**src/rtl/mir_decoder.sv**
```systemverilog
`default_nettype none
// ============================================================================
// Module   : mir_decoder
// Purpose  : Registers each microinstruction word from the control unit and
//            decodes it into datapath strobes. Runs the memory request /
//            acknowledge handshake and holds the control unit (cu_hold) while
//            a memory access is outstanding, after the program has ended, or
//            after an error.
// Ports    : clk, rst          - clock, synchronous active-high reset
//            mir [MIR_W-1:0]   - control word (changes on falling edge)
//            mem_ack           - memory access complete
//            mem_rd / mem_wr   - level memory requests, held until ack
//            reg_we [NREG-1:0] - register write enables
//            bus_sel, alu_op   - bus source select, ALU operation
//            flag_ctl, pc_inc  - flag update control, PC increment strobe
//            cu_hold, halted   - control unit stall, end of program
//            mem_err           - sticky timeout / rd+wr conflict
//            illegal_sel       - sticky illegal bus source code seen
//            uinstr_count      - completed microinstructions, saturating
// Revision : 1.0 - initial release
// ============================================================================
module mir_decoder #(
    parameter int MIR_W   = 36,
    parameter int NREG    = 9,
    parameter int TIMEOUT = 16
) (
    input  logic             clk,
    input  logic             rst,
    input  logic [MIR_W-1:0] mir,
    input  logic             mem_ack,
    output logic             mem_rd,
    output logic             mem_wr,
    output logic [NREG-1:0]  reg_we,
    output logic [3:0]       bus_sel,
    output logic [3:0]       alu_op,
    output logic [1:0]       flag_ctl,
    output logic             pc_inc,
    output logic             cu_hold,
    output logic             halted,
    output logic             mem_err,
    output logic             illegal_sel,
    output logic [15:0]      uinstr_count
);

    localparam logic [1:0] c_ST_RUN      = 2'd0;
    localparam logic [1:0] c_ST_MEM_WAIT = 2'd1;
    localparam logic [1:0] c_ST_HALT     = 2'd2;
    localparam logic [1:0] c_ST_ERR      = 2'd3;

    localparam int          c_WAIT_W    = $clog2(TIMEOUT + 1);
    localparam logic [3:0]  c_BUS_MAX   = 4'd10;
    localparam logic [15:0] c_COUNT_MAX = 16'hFFFF;

    // Field decode; only these bits of the word can influence the outputs
    logic            w_req_rd;
    logic            w_req_wr;
    logic            w_end;
    logic            w_pc;
    logic [NREG-1:0] w_we;
    logic [3:0]      w_alu;
    logic [3:0]      w_bus_raw;
    logic [1:0]      w_flag;
    logic            w_bus_bad;
    logic [3:0]      w_bus;
    logic            w_unused;

    assign w_we      = mir[18 +: NREG];
    assign w_req_wr  = mir[13];
    assign w_pc      = mir[12];
    assign w_req_rd  = mir[11];
    assign w_alu     = mir[10:7];
    assign w_bus_raw = mir[6:3];
    assign w_flag    = mir[2:1];
    assign w_end     = mir[0];
    assign w_bus_bad = (w_bus_raw > c_BUS_MAX);
    assign w_bus     = w_bus_bad ? 4'd0 : w_bus_raw;
    assign w_unused  = ^{mir[MIR_W-1:27], mir[17:14]};

    // State and registered outputs
    logic [1:0]          r_state;
    logic [c_WAIT_W-1:0] r_wait_cnt;
    logic [NREG-1:0]     r_lat_we;
    logic                r_lat_pc;
    logic                r_lat_end;
    logic                r_mem_rd, r_mem_wr;
    logic [NREG-1:0]     r_reg_we;
    logic [3:0]          r_bus_sel, r_alu_op;
    logic [1:0]          r_flag_ctl;
    logic                r_pc_inc, r_cu_hold, r_halted, r_mem_err, r_illegal;
    logic [15:0]         r_count;

    // Next-state values
    logic [1:0]          w_state_n;
    logic [c_WAIT_W-1:0] w_wait_n;
    logic [NREG-1:0]     w_lat_we_n;
    logic                w_lat_pc_n, w_lat_end_n;
    logic                w_mem_rd_n, w_mem_wr_n;
    logic [NREG-1:0]     w_reg_we_n;
    logic [3:0]          w_bus_sel_n, w_alu_op_n;
    logic [1:0]          w_flag_ctl_n;
    logic                w_pc_inc_n, w_cu_hold_n, w_halted_n, w_mem_err_n, w_illegal_n;
    logic [15:0]         w_count_n;
    logic [15:0]         w_count_inc;

    assign w_count_inc = (r_count == c_COUNT_MAX) ? r_count : r_count + 16'd1;

    always_comb begin
        // Strobes default to idle; sticky and latched state default to hold
        w_state_n    = r_state;
        w_wait_n     = r_wait_cnt;
        w_lat_we_n   = r_lat_we;
        w_lat_pc_n   = r_lat_pc;
        w_lat_end_n  = r_lat_end;
        w_mem_rd_n   = 1'b0;
        w_mem_wr_n   = 1'b0;
        w_reg_we_n   = '0;
        w_bus_sel_n  = 4'd0;
        w_alu_op_n   = 4'd0;
        w_flag_ctl_n = 2'd0;
        w_pc_inc_n   = 1'b0;
        w_cu_hold_n  = r_cu_hold;
        w_halted_n   = r_halted;
        w_mem_err_n  = r_mem_err;
        w_illegal_n  = r_illegal;
        w_count_n    = r_count;

        case (r_state)
            c_ST_RUN: begin
                w_illegal_n = r_illegal | w_bus_bad;
                if (w_req_rd && w_req_wr) begin
                    // Conflicting request: nothing is issued, the word is dropped
                    w_state_n   = c_ST_ERR;
                    w_mem_err_n = 1'b1;
                    w_cu_hold_n = 1'b1;
                end else if (w_req_rd || w_req_wr) begin
                    // Write enables and PC increment wait for the ack
                    w_state_n    = c_ST_MEM_WAIT;
                    w_mem_rd_n   = w_req_rd;
                    w_mem_wr_n   = w_req_wr;
                    w_cu_hold_n  = 1'b1;
                    w_bus_sel_n  = w_bus;
                    w_alu_op_n   = w_alu;
                    w_flag_ctl_n = w_flag;
                    w_lat_we_n   = w_we;
                    w_lat_pc_n   = w_pc;
                    w_lat_end_n  = w_end;
                    w_wait_n     = '0;
                end else begin
                    w_reg_we_n   = w_we;
                    w_pc_inc_n   = w_pc;
                    w_bus_sel_n  = w_bus;
                    w_alu_op_n   = w_alu;
                    w_flag_ctl_n = w_flag;
                    w_count_n    = w_count_inc;
                    if (w_end) begin
                        w_state_n   = c_ST_HALT;
                        w_cu_hold_n = 1'b1;
                        w_halted_n  = 1'b1;
                    end
                end
            end

            c_ST_MEM_WAIT: begin
                // Bus/ALU/flag selection stays on through the completing write cycle
                w_bus_sel_n  = r_bus_sel;
                w_alu_op_n   = r_alu_op;
                w_flag_ctl_n = r_flag_ctl;
                if (mem_ack) begin
                    w_reg_we_n = r_lat_we;
                    w_pc_inc_n = r_lat_pc;
                    w_count_n  = w_count_inc;
                    if (r_lat_end) begin
                        w_state_n   = c_ST_HALT;
                        w_cu_hold_n = 1'b1;
                        w_halted_n  = 1'b1;
                    end else begin
                        w_state_n   = c_ST_RUN;
                        w_cu_hold_n = 1'b0;
                    end
                end else if (r_wait_cnt == c_WAIT_W'(TIMEOUT - 1)) begin
                    w_state_n    = c_ST_ERR;
                    w_mem_err_n  = 1'b1;
                    w_cu_hold_n  = 1'b1;
                    w_bus_sel_n  = 4'd0;
                    w_alu_op_n   = 4'd0;
                    w_flag_ctl_n = 2'd0;
                end else begin
                    w_mem_rd_n = r_mem_rd;
                    w_mem_wr_n = r_mem_wr;
                    w_wait_n   = r_wait_cnt + c_WAIT_W'(1);
                end
            end

            c_ST_HALT: begin
                w_cu_hold_n = 1'b1;
                w_halted_n  = 1'b1;
            end

            default: begin
                w_cu_hold_n = 1'b1;
                w_mem_err_n = 1'b1;
            end
        endcase
    end

    always_ff @(posedge clk) begin
        if (rst) begin
            r_state    <= c_ST_RUN;
            r_wait_cnt <= '0;
            r_lat_we   <= '0;
            r_lat_pc   <= 1'b0;
            r_lat_end  <= 1'b0;
            r_mem_rd   <= 1'b0;
            r_mem_wr   <= 1'b0;
            r_reg_we   <= '0;
            r_bus_sel  <= 4'd0;
            r_alu_op   <= 4'd0;
            r_flag_ctl <= 2'd0;
            r_pc_inc   <= 1'b0;
            r_cu_hold  <= 1'b0;
            r_halted   <= 1'b0;
            r_mem_err  <= 1'b0;
            r_illegal  <= 1'b0;
            r_count    <= 16'd0;
        end else begin
            r_state    <= w_state_n;
            r_wait_cnt <= w_wait_n;
            r_lat_we   <= w_lat_we_n;
            r_lat_pc   <= w_lat_pc_n;
            r_lat_end  <= w_lat_end_n;
            r_mem_rd   <= w_mem_rd_n;
            r_mem_wr   <= w_mem_wr_n;
            r_reg_we   <= w_reg_we_n;
            r_bus_sel  <= w_bus_sel_n;
            r_alu_op   <= w_alu_op_n;
            r_flag_ctl <= w_flag_ctl_n;
            r_pc_inc   <= w_pc_inc_n;
            r_cu_hold  <= w_cu_hold_n;
            r_halted   <= w_halted_n;
            r_mem_err  <= w_mem_err_n;
            r_illegal  <= w_illegal_n;
            r_count    <= w_count_n;
        end
    end

    assign mem_rd       = r_mem_rd;
    assign mem_wr       = r_mem_wr;
    assign reg_we       = r_reg_we;
    assign bus_sel      = r_bus_sel;
    assign alu_op       = r_alu_op;
    assign flag_ctl     = r_flag_ctl;
    assign pc_inc       = r_pc_inc;
    assign cu_hold      = r_cu_hold;
    assign halted       = r_halted;
    assign mem_err      = r_mem_err;
    assign illegal_sel  = r_illegal;
    assign uinstr_count = r_count;

endmodule
`default_nettype wire
```
**config.mk**
```make
export PLATFORM = sky130hd
export DESIGN_NAME = mir_decoder
export DESIGN_NICKNAME = d
export VERILOG_FILES = /design/src/rtl/mir_decoder.sv
export SDC_FILE = /design/constraint.sdc
export NUM_CORES = 1
export LEC_CHECK = 0
export BUFFER_PORTS_ARGS = -buffer_cell sky130_fd_sc_hd__clkbuf_2
export CAP_MARGIN = 20
export CORE_UTILIZATION = 35
export CTS_BUF_LIST = sky130_fd_sc_hd__clkbuf_8
export DETAILED_ROUTE_END_ITERATION = 6
export SYNTH_ARGS = -nofsm -noshare
export SYNTH_HDL_FRONTEND = slang
export SYNTH_SLANG_ARGS = --single-unit
```
**constraint.sdc**
```tcl
create_clock -name clk -period 4.7 [get_ports clk]
set_input_delay 0.94 -clock clk [delete_from_list [all_inputs] [get_ports clk]]
set_output_delay 0.94 -clock clk [all_outputs]
set_load 0.05 [all_outputs]
```
Word level (Yosys, flattened, before mapping)
Index checks and enable logic that the tools add are counted.
{ "word_totals": {"rom_bits": 0, "latchBits": 0, "word_cells": 111, "ramBits": 0, "n_memories": 0, "output_inout_bits": 42, "input_bits": 39, "ff_bits": 60} }
{ "classes": {"multipliers": 0, "reduce_logical": 13, "n_addsub": 2, "div_mod_pow": 0, "muxes": 59, "magnitude_cmp": 1, "eq_ne": 16, "shifts": 0, "bitwise_logic": 3} }
{ "op_table": {"columns": ["op", "count"], "rows": [
  ["16-bit 2-to-1 mux", 4],
  ["16-bit one-hot mux with 2 select lines", 1],
  ["9-bit 2-to-1 mux", 3],
  ["1-bit 2-to-1 mux", 21],
  ["4-bit 2-to-1 mux", 5],
  ["5-bit 2-to-1 mux", 4],
  ["2-bit != test (second input constant)", 10],
  ["2-bit 2-to-1 mux", 9],
  ["9-bit one-hot mux with 2 select lines", 1],
  ["16-bit by 1-bit adder with 16-bit output (second input constant)", 1],
  ["16-bit equality test (second input constant)", 1],
  ["4-bit one-hot mux with 2 select lines", 2],
  ["5-bit one-hot mux with 2 select lines", 1],
  ["1-bit one-hot mux with 2 select lines", 4],
  ["2-bit one-hot mux with 2 select lines", 2],
  ["4-bit AND reduction", 2],
  ["1-bit one-hot mux with 3 select lines", 2],
  ["3-bit AND reduction", 2],
  ["6-bit AND reduction", 1],
  ["5-bit by 1-bit adder with 5-bit output (second input constant)", 1],
  ["5-bit by 4-bit equality test with 1-bit output (second input constant)", 1],
  ["5-bit AND reduction", 1],
  ["4-bit greater-than comparator (second input constant)", 1],
  ["4-bit != test (second input constant)", 1],
  ["11 further kinds", 13]
]} }

Longest topological paths before layout
Gate-level depths: netlist of run 1.
{ "depth": {"ltp_word": 5, "mapped_depth": 8, "ltp_nobuf": 7} }

Least setup slack after synthesis of run 1
No wires, ideal clock.
{ "synth_timing": {"kind": "input -> register", "from": "input port mir[11]", "to": "register r_count[14], in the netlist uinstr_count[14]", "setup_ps": 71, "arrival_time_ps": 2351, "path_buffers": 0, "cell_stages": 5, "t_required_ps": 4629, "slack_ps": 2279, "cell_sequence": "ha_1 nor4b_4 o211ai_1 or4_1 a21oi_1"} }
{ "synth_via": {"elab_chain_len": 3, "elab_cells_between_ends": 5, "cone_classes": "eq/ne: 2; reduce/logical: 3"} }
{ "synth_lines": {"columns": ["item", "line_no", "text"], "rows": [
  ["start: declaration", "29", "input logic [MIR_W-1:0] mir,"],
  ["1-bit logical OR / 1-bit logical AND (equally long branches)", "135, 130", null],
  ["2-bit != test (no line)", null, null],
  ["4-bit AND reduction (no line) *", null, null],
  ["end signal: assignment", "242", "r_count <= w_count_n;"],
  ["end: declaration", "90", "logic [15:0] r_count;"]
]} }
Every way passes the cells marked *; elsewhere a longest branch is shown, timed or not.
A chain may end at the register's enable or synchronous reset.

Final worst setup path of run 1
{ "layout_timing": {"from": "input port mir[11]", "to": "register r_count[11], in the netlist uinstr_count[11]"} }
The elaborated chain is that of the path after synthesis.

==> results.cfg, run 1 <==
[finish]
drive_above_1_share_pct = 23.87
final_cell_mix = clkbuf_2 (67), dfxtp_1 (60), nor2_1 (36), nand2_1 (31), a21oi_1 (31)
layout_commonest_cell = clkbuf_2
final_util_pct = 44.56
finalNetCount = 419
stdcell_count = 476
area_growth_syn_to_layout_pct = 22.44
antenna_cells = 0
final_area_sq_mm = 0.003249

[placement]
gp_congestion = 0.7178
hpwl_microns = 4227
dp.cells = 459
port_buffers = 67
placed_cell_area_sq_mm = 0.003042

[detailed_routing]
wl_per_cell_microns = 13.04
drtIter0Drc = 110
dr.pass1.iters = 4
ant_nets = 0
drcViolationCount = 0
viasPerCell = 5.109
vias = 2432
wl_microns = 6209

[worst_setup_path]
max_stage_delay_ns = 0.81
crit_path_max_fanout = 16
reg2reg_slack_ns = 2.23
critical_path_arrival_ns = 3.08
crit_family = simple AND/OR/NAND/NOR gates
crit_slowest_cell = nor4b_4
cp.required_ns = 4.92
crit_buf_inv = 1
cp_cell_sequence = clkbuf_2 -> ha_1 -> nor4b_4 -> o21ai_2 -> nor4_1 -> mux2_1
cp-start-kind = input pin
path_class = input pin to flop
worstSetupEndpointType = flop

[worst_hold_path]
hold_path_class = flop to flop

[timing]
hold_viol = 0
period_share_pct = 60.90
maxSlewHeadroom_pct = 35.16
finalSetupViolations = 0
worstMarginPinSlew_ns = 0.9726
fin_crit_ns = 2.862
hold_ws_ns = 0.4533
rsz0062_at_grt = false
skew_ns = 0.01112
drv_slew = 0
tns_ns = 0
max_freq_ghz = 0.3494

[clock_network]
cts_max_level = 3
cts_setup_buffers = 0
clk_latency_ns = 0.33
cts_buffer_depth = 2
cts_resized = 0
cts_tree = done
cts_buffers = 9
hold_buffers = 0
clock-root-buffer = clkbuf_8
cts.sinks = 60
clk_pin_slew_ns = 0.07

[floorplanning]
start_util_pct = 36.39
die_width_microns = 89.08
io_pins = 81
rows = 31
die_h_microns = 89.08
die_area_sq_mm = 0.007934
core_area_sq_mm = 0.007292

[global_routing]
grt_max_degree = 49
antenna_found_initial = 0
grt_usage_pct = 16.92
grt_pass1_vias = 2239
grt_pass1_wl_microns = 10380
grt-ovfl-total = 0

[power_and_ir_drop]
leakagePower_uw = 0.001294
peakVddDrop_uv = 188.6
power_density_mw_per_mm2 = 367.7

[synth]
netlist_area_sq_mm = 0.002654
avgSynthCellArea_sq_um = 8.533
synthCells = 311
seq_area_frac_synth_pct = 45.26
synthesis.nets = 358
ys_async_sr_fraction_pct = 0
synth_cell_types = 47
synth_edf_count = 0
synthFlopType = dfxtp_1
synth_seq_cells = 60
synth_warnings = 0

[job]
drv_cap = 0

[outcome]
outcome = completed
==> final cells by class <==
| type | count | area (sq um) |
|---|---|---|
| clock buffer | 9 | 123.9 |
| clock inverter | 7 | 76.32 |
| fill | 782 | 4043 |
| inverter | 9 | 33.78 |
| multi-input combinational | 224 | 1348 |
| sequential | 60 | 1201 |
| tap | 99 | 123.9 |
| timing repair buffer | 68 | 342.8 |
==> sequential cells by signal, indices dropped and copies added (netlist names) <==
signal and count:
cu_hold 1, flag_ctl 2, alu_op 4, uinstr_count 16
r_lat_we 9, mem_rd 1, illegal_sel 1, mem_err 1
r_lat_pc 1, r_state 2, bus_sel 4, r_wait_cnt 5
pc_inc 1, reg_we 9, mem_wr 1, halted 1
r_lat_end 1
==> tightest hold or removal path: cells and delay by family (launching register included) <==
family          cells  cell delay [ns]
compound gates      1             0.05
flops               1             0.31
simple gates        1             0.05
==> Yosys cell counts, types with 2 or more instances <==
| library cell | instances | share of area [%] |
|---|---|---|
| nand2b_1 | 4 | 0.94 |
| a32oi_1 | 2 | 0.66 |
| nand4_1 | 5 | 1.2 |
| a21oi_1 | 31 | 5.8 |
| inv_1 | 9 | 1.3 |
| nand2_1 | 31 | 4.4 |
| o31ai_1 | 8 | 2.3 |
| nor3b_1 | 2 | 0.57 |
| nor3_1 | 6 | 1.1 |
| o2111ai_1 | 2 | 0.66 |
| and2_1 | 2 | 0.47 |
| o211ai_1 | 4 | 1.1 |
| o21ai_0 | 9 | 1.7 |
| ha_1 | 8 | 3.8 |
| nor2_1 | 36 | 5.1 |
| dfxtp_1 | 60 | 45 |
| nand3_1 | 6 | 1.1 |
| o21bai_1 | 2 | 0.57 |
| xor2_1 | 3 | 0.99 |
| or4_1 | 8 | 2.3 |
| nor2b_1 | 3 | 0.71 |
| a31oi_1 | 6 | 1.4 |
| a22oi_1 | 17 | 4.8 |
| and3_1 | 5 | 1.2 |
| or3_1 | 5 | 1.2 |
| buf_2 | 3 | 0.57 |
| clkbuf_1 | 14 | 2.0 |
==> worst paths after layout <==
| check | startpoint | end | cells past startpoint |
|---|---|---|---|
| min reg2reg | r_lat_we[5] | r_lat_we[5] | 2 |
| max | mir[11] | uinstr_count[11] | 6 |
| max reg2reg | r_state[0] | uinstr_count[11] | 4 |
| min | r_lat_we[5] | r_lat_we[5] | 2 |
==> layer usage <==
metal / up-vias / track usage [%] / part of all wire [%]
met2: 40 / 28.88 / 50
met5: - / 0 / 0
li1: 1248 / - / -
met4: 0 / 5.195 / 1.2
met1: 1139 / 20.44 / 45
met3: 5 / 5.263 / 3.8
==> power breakdown <==
| part | internal, uW | switching [uW] | total [uW] |
|---|---|---|---|
| registers | 534 | 23.2 | 557 |
| logic | 55.1 | 123 | 178 |
| clock network | 247 | 213 | 460 |
==> through the flow <==
stage          setup WS (ns)  power, uW
2_1_floorplan          2.279      700.1
4_1_cts                1.793       1212
6_report               1.838       1195
5_1_grt                1.613       1253
3_3_place_gp           1.499      745.6
3_5_place_dp           1.434      748.2
==> kinds of logic after synthesis <==
group | after synthesis | share of synthesized area (%)
xor gates and xnor gates | 3 | 0.9903
muxes | 1 | 0.4243
DFF | 60 | 45.26
buffers and inverters | 27 | 3.960
AOI/OAI and AO/OA | 88 | 21.17
adders and majority gates | 8 | 3.772
and+or+nand+nor | 124 | 24.42
No activity file was read; power rests on OpenSTA's default activity.
==> run 2: changes to the inputs <==
clock period = 2.7 ns   (was 4.7 ns; I/O delays follow)
==> run 2 against run 1 <==
Against the previous run:
- worst hold slack got worse by 0.018 ns
- clock power up 76%
- global-route usage about the same
==> results.cfg, run 2 (synthesis gave the netlist of run 1 again) <==
[outcome]
outcome = completed

[worst_setup_path]
crit_buf_inv = 0
crit_slowest_cell = nor3b_1
max_stage_delay_ns = 0.44
cp.required_ns = 2.91
crit_cells = 7
worstSetupEndpointType = flop
path_class = flop to flop
cp-start-kind = flop
cp_cell_sequence = ha_1 -> and3_1 -> ha_1 -> nor3b_1 -> o21ai_0 -> a21oi_1 -> nor2_1
reg2reg_depth = 7
crit_top_cell = ha_1
critical_path_arrival_ns = 2.28
crit_path_max_fanout = 4
crit_family = simple AND/OR/NAND/NOR gates

[global_routing]
grt-ovfl-total = 0
antenna_found_initial = 0
grt_max_degree = 22
grt_pass1_vias = 2220
grt_pass1_wl_microns = 10230
grt_usage_pct = 16.90

[power_and_ir_drop]
switchingPower_uw = 638.6
p_clk_share_pct = 38.4
leakagePower_uw = 0.001334
seqPwrFrac_pct = 45.6
power.internal_uw = 1465
power_uw = 2104
power_density_mw_per_mm2 = 636.8
power_frac_comb_pct = 16.0
peakVddDrop_uv = 221.1
swShare_pct = 30.36

[clock_network]
cts_resized = 0
cts_buffer_depth = 2
clock-root-buffer = clkbuf_8
cts_max_level = 3
clk_latency_ns = 0.33
cts_buffers = 9
cts_setup_buffers = 0
cts.sinks = 60
cts_tree = done
hold_buffers = 0
clk_pin_slew_ns = 0.07

[placement]
hpwl_microns = 4469
gp_congestion = 0.7349
dp.cells = 467
port_buffers = 67
place_ws_ns = 0.3286

[timing]
fin_crit_ns = 2.071
max_freq_ghz = 0.4828
worstMarginPinSlew_ns = 0.6686
drv_slew = 0
finalSetupViolations = 0
period_share_pct = 76.72
maxSlewHeadroom_pct = 55.06
tns_ns = 0
skew_ns = 0.006238
setup_ws_ns = 0.6287
hold_viol = 0
rsz0062_at_grt = false

[floorplanning]
core_area_sq_mm = 0.007292
rows = 31
die_width_microns = 89.08
die_h_microns = 89.08
io_pins = 81
start_util_pct = 36.39
die_area_sq_mm = 0.007934

[detailed_routing]
ant_nets = 0
wl_microns = 6445
dr.pass1.iters = 4
drtIter0Drc = 86
wl_per_cell_microns = 13.34
viasPerCell = 5.201
drcViolationCount = 0
vias = 2512

[finish]
seq_area_sq_mm = 0.001201
stdcell_count = 483
finalNetCount = 426
final_cell_mix = clkbuf_2 (67), dfxtp_1 (60), nor2_1 (36), nand2_1 (31), a21oi_1 (31)
largest_register_ffs = 16
layout_commonest_cell = clkbuf_2
drive_above_1_share_pct = 25.26
multiInputGateArea_sq_mm = 0.001348
antenna_cells = 0
area_growth_syn_to_layout_pct = 24.47
fillers = 755
final_util_pct = 45.30

[worst_hold_path]
hold_path_class = input pin to flop
whs_path_depth = 3

[job]
drv_cap = 0
[run 2: cell types whose count changed in the layout (fill, tap and decap cells not counted), sizes merged]
cell / change
inv: -1
clkinvlp: -1
clkbuf: -1
clkinv: +2
buf: +8
[run 2: worst register-to-register path: stages (launching register included)]
cell and delay (ns):
dfxtp_1 0.33, ha_1 0.21, and3_1 0.19, ha_1 0.21
nor3b_1 0.44, o21ai_0 0.30, a21oi_1 0.21, nor2_1 0.05
[run 2: cell type report]
class | count | share of cell area (%)
multi-input cells | 224 | 40.80
flip-flops and latches | 60 | 36.36
repair buffers | 75 | 11.97
clock buffers | 9 | 3.750
well taps | 99 | 3.750
clock inverters | 7 | 2.348
inverters | 9 | 1.023
[run 2: path summary, 6_finish.rpt]
check | startpoint | endpoint | slack (ns)
max | r_wait_cnt[0] | r_wait_cnt[4] | 0.63
min | mir[26] | r_lat_we[8] | 0.43
max reg2reg | r_wait_cnt[0] | r_wait_cnt[4] | 0.63
min reg2reg | r_lat_pc | r_lat_pc | 0.45
[run 2: metrics by stage]
stage	instance area [sq um]	hold WS [ns]
global placement	3102	0.4406
detailed placement	3102	0.4475
CTS	3303	0.4176
global route	3303	0.4142
finish	3303	0.4348
floorplan	2654	0.4360
[run 2: per-layer routing]
layer  GRT usage [%]  wire, microns
met5               0              0
met4           5.916             46
met3           5.355            197
met2           28.39           3161
met1           20.48           3040
[run 2: power by group through the flow]
stage	Clock (uW)	Combinational, uW	Sequential (uW)
CTS	832	338	959
detailed placement	0	337	980
global route	884	367	965
floorplan	0	165	1050
global placement	0	333	978
finish	808	336	959
==> run 3: changes to the inputs <==
clock period = 2 ns   (was 2.7 ns; I/O delays follow)
==> run 3 against run 2 <==
Against the previous run:
- sequential share of layout area shrank 1.0 points
- flip-flop and latch count is the same
- maximum frequency grew 14%
- clock-buffer cell count is the same
- cell count grew 2.9%
- clock skew grew 0.0029 ns
- non-clock buffer count grew 14
- global-route usage grew 0.63 points
- largest power group unchanged
==> results.cfg, run 3 (synthesis gave the netlist of run 1 again) <==
[job]
drv_cap = 0

[timing]
skew_ns = 0.009172
max_freq_ghz = 0.5499
hold_viol = 0
finalSetupViolations = 0
period_share_pct = 90.93
worstMarginPinSlew_ns = 0.4613
fin_crit_ns = 1.819
drv_slew = 0
maxSlewHeadroom_pct = 68.92
rsz0062_at_grt = false
hold_ws_ns = 0.2901

[outcome]
outcome = completed

[clock_network]
clk_pin_slew_ns = 0.07
cts_max_level = 3
cts_buffer_depth = 2
cts_tree = done
clk_latency_ns = 0.34
cts_buffers = 9
cts_setup_buffers = 0
clock-root-buffer = clkbuf_8
hold_buffers = 0
cts.sinks = 60
cts_resized = 0

[global_routing]
grt-ovfl-total = 0
grt_pass1_vias = 2350
grt_pass1_wl_microns = 10570
antenna_found_initial = 0
grt_usage_pct = 17.53
grt_max_degree = 22

[worst_setup_path]
cp-startpoint = r_wait_cnt[0]
r2r-end = mem_err
critical_path_arrival_ns = 2.04
max_stage_delay_ns = 0.42
cp_cell_sequence = ha_1 -> and3_1 -> ha_1 -> nand2b_1 -> and3_1 -> o21ba_2 -> nor2_1
cp.required_ns = 2.23
cp-start-kind = flop
reg2reg_slack_ns = 0.18
r2r_start = r_wait_cnt[0]
crit_slowest_cell = and3_1
path_class = flop to flop
endpoint = mem_err
reg2reg_depth = 7
crit_path_max_fanout = 11
worstSetupEndpointType = flop

[detailed_routing]
dr.pass1.iters = 4
ant_nets = 0
wl_met3_microns = 260
wl_microns = 6545
topRoutingLayerUsed = met4
viasPerCell = 5.097
drcViolationCount = 0
wl_per_cell_microns = 13.17
wl_met2_microns = 3035
drtIter0Drc = 75
vias = 2533
wl_met1_microns = 3144

[finish]
finalNetCount = 440
layout_commonest_cell = clkbuf_2
final_util_pct = 46.72
largest_register_ffs = 16
final_area_sq_mm = 0.003407
fillers = 757
area_growth_syn_to_layout_pct = 28.38
antenna_cells = 0
final_cell_mix = clkbuf_2 (67), dfxtp_1 (58), nor2_1 (35), nand2_1 (31), a21oi_1 (31)
drive_above_1_share_pct = 28.89

[placement]
hpwl_microns = 4676
gp_congestion = 0.8049
port_buffers = 67
placed_cell_area_sq_mm = 0.003209

[floorplanning]
die_width_microns = 89.08
io_pins = 81
rows = 31
die_area_sq_mm = 0.007934
start_util_pct = 36.39
core_area_sq_mm = 0.007292
die_h_microns = 89.08

[power_and_ir_drop]
power_density_mw_per_mm2 = 834.9
peakVddDrop_uv = 357.4
leakagePower_uw = 0.001406

[worst_hold_path]
whs_path_depth = 3
hold_path_class = input pin to flop
-- run 3: layer usage --
metal | global-route usage (%) | vias to the layer above
li1 | - | 1294
met1 | 22.24 | 1168
met2 | 27.90 | 60
met3 | 4.709 | 11
met4 | 8.081 | 0
met5 | 0 | -
-- run 3: worst min path at each step --
| stage | startpoint | to | slack (ns) |
|---|---|---|---|
| after global routing | mir[21] | r_lat_we[3] | 0.29 |
| after detailed placement | r_lat_we[3] | r_lat_we[3] | 0.45 |
| final | mir[22] | r_lat_we[4] | 0.29 |
| after CTS | mir[22] | r_lat_we[4] | 0.28 |
| after floorplan | r_lat_we[7] | r_lat_we[7] | 0.44 |
| after global placement | r_lat_we[5] | r_lat_we[5] | 0.44 |
-- run 3: where the power goes --
part           internal [uW]  switching [uW]  total [uW]
Sequential              1250            36.9        1290
Clock                    570             502        1070
Combinational            160             320         481
-- run 3: layout make-up --
cell class	instances	area [sq um]	share of cell area, %
well taps	99	123.9	3.636
multi-input cells	224	1355	39.77
repair buffers	89	500.5	14.69
clock inverters	7	66.31	1.946
inverters	9	33.78	0.9916
flip-flops and latches	60	1204	35.33
clock buffers	9	123.9	3.636
-- run 3: worst max-delay path: cells and delay by family (launching register included) --
family / cells / cell delay (ns)
flops: 1 / 0.33
compound gates: 1 / 0.21
fa+ha+maj: 2 / 0.43
simple gates: 4 / 0.72
-- run 3: metrics by stage --
stage                     power, uW  instances  worst slack [ns]  TNS (ns)
after global placement         1790        481          -0.03954  -0.05785
after detailed placement       1795        481          -0.06494   -0.2054
after floorplan                1646        311           0.02387         0
final                          2844        497            0.1814         0
after CTS                      2862        497           0.06161         0
after global routing           2976        497           0.02632         0
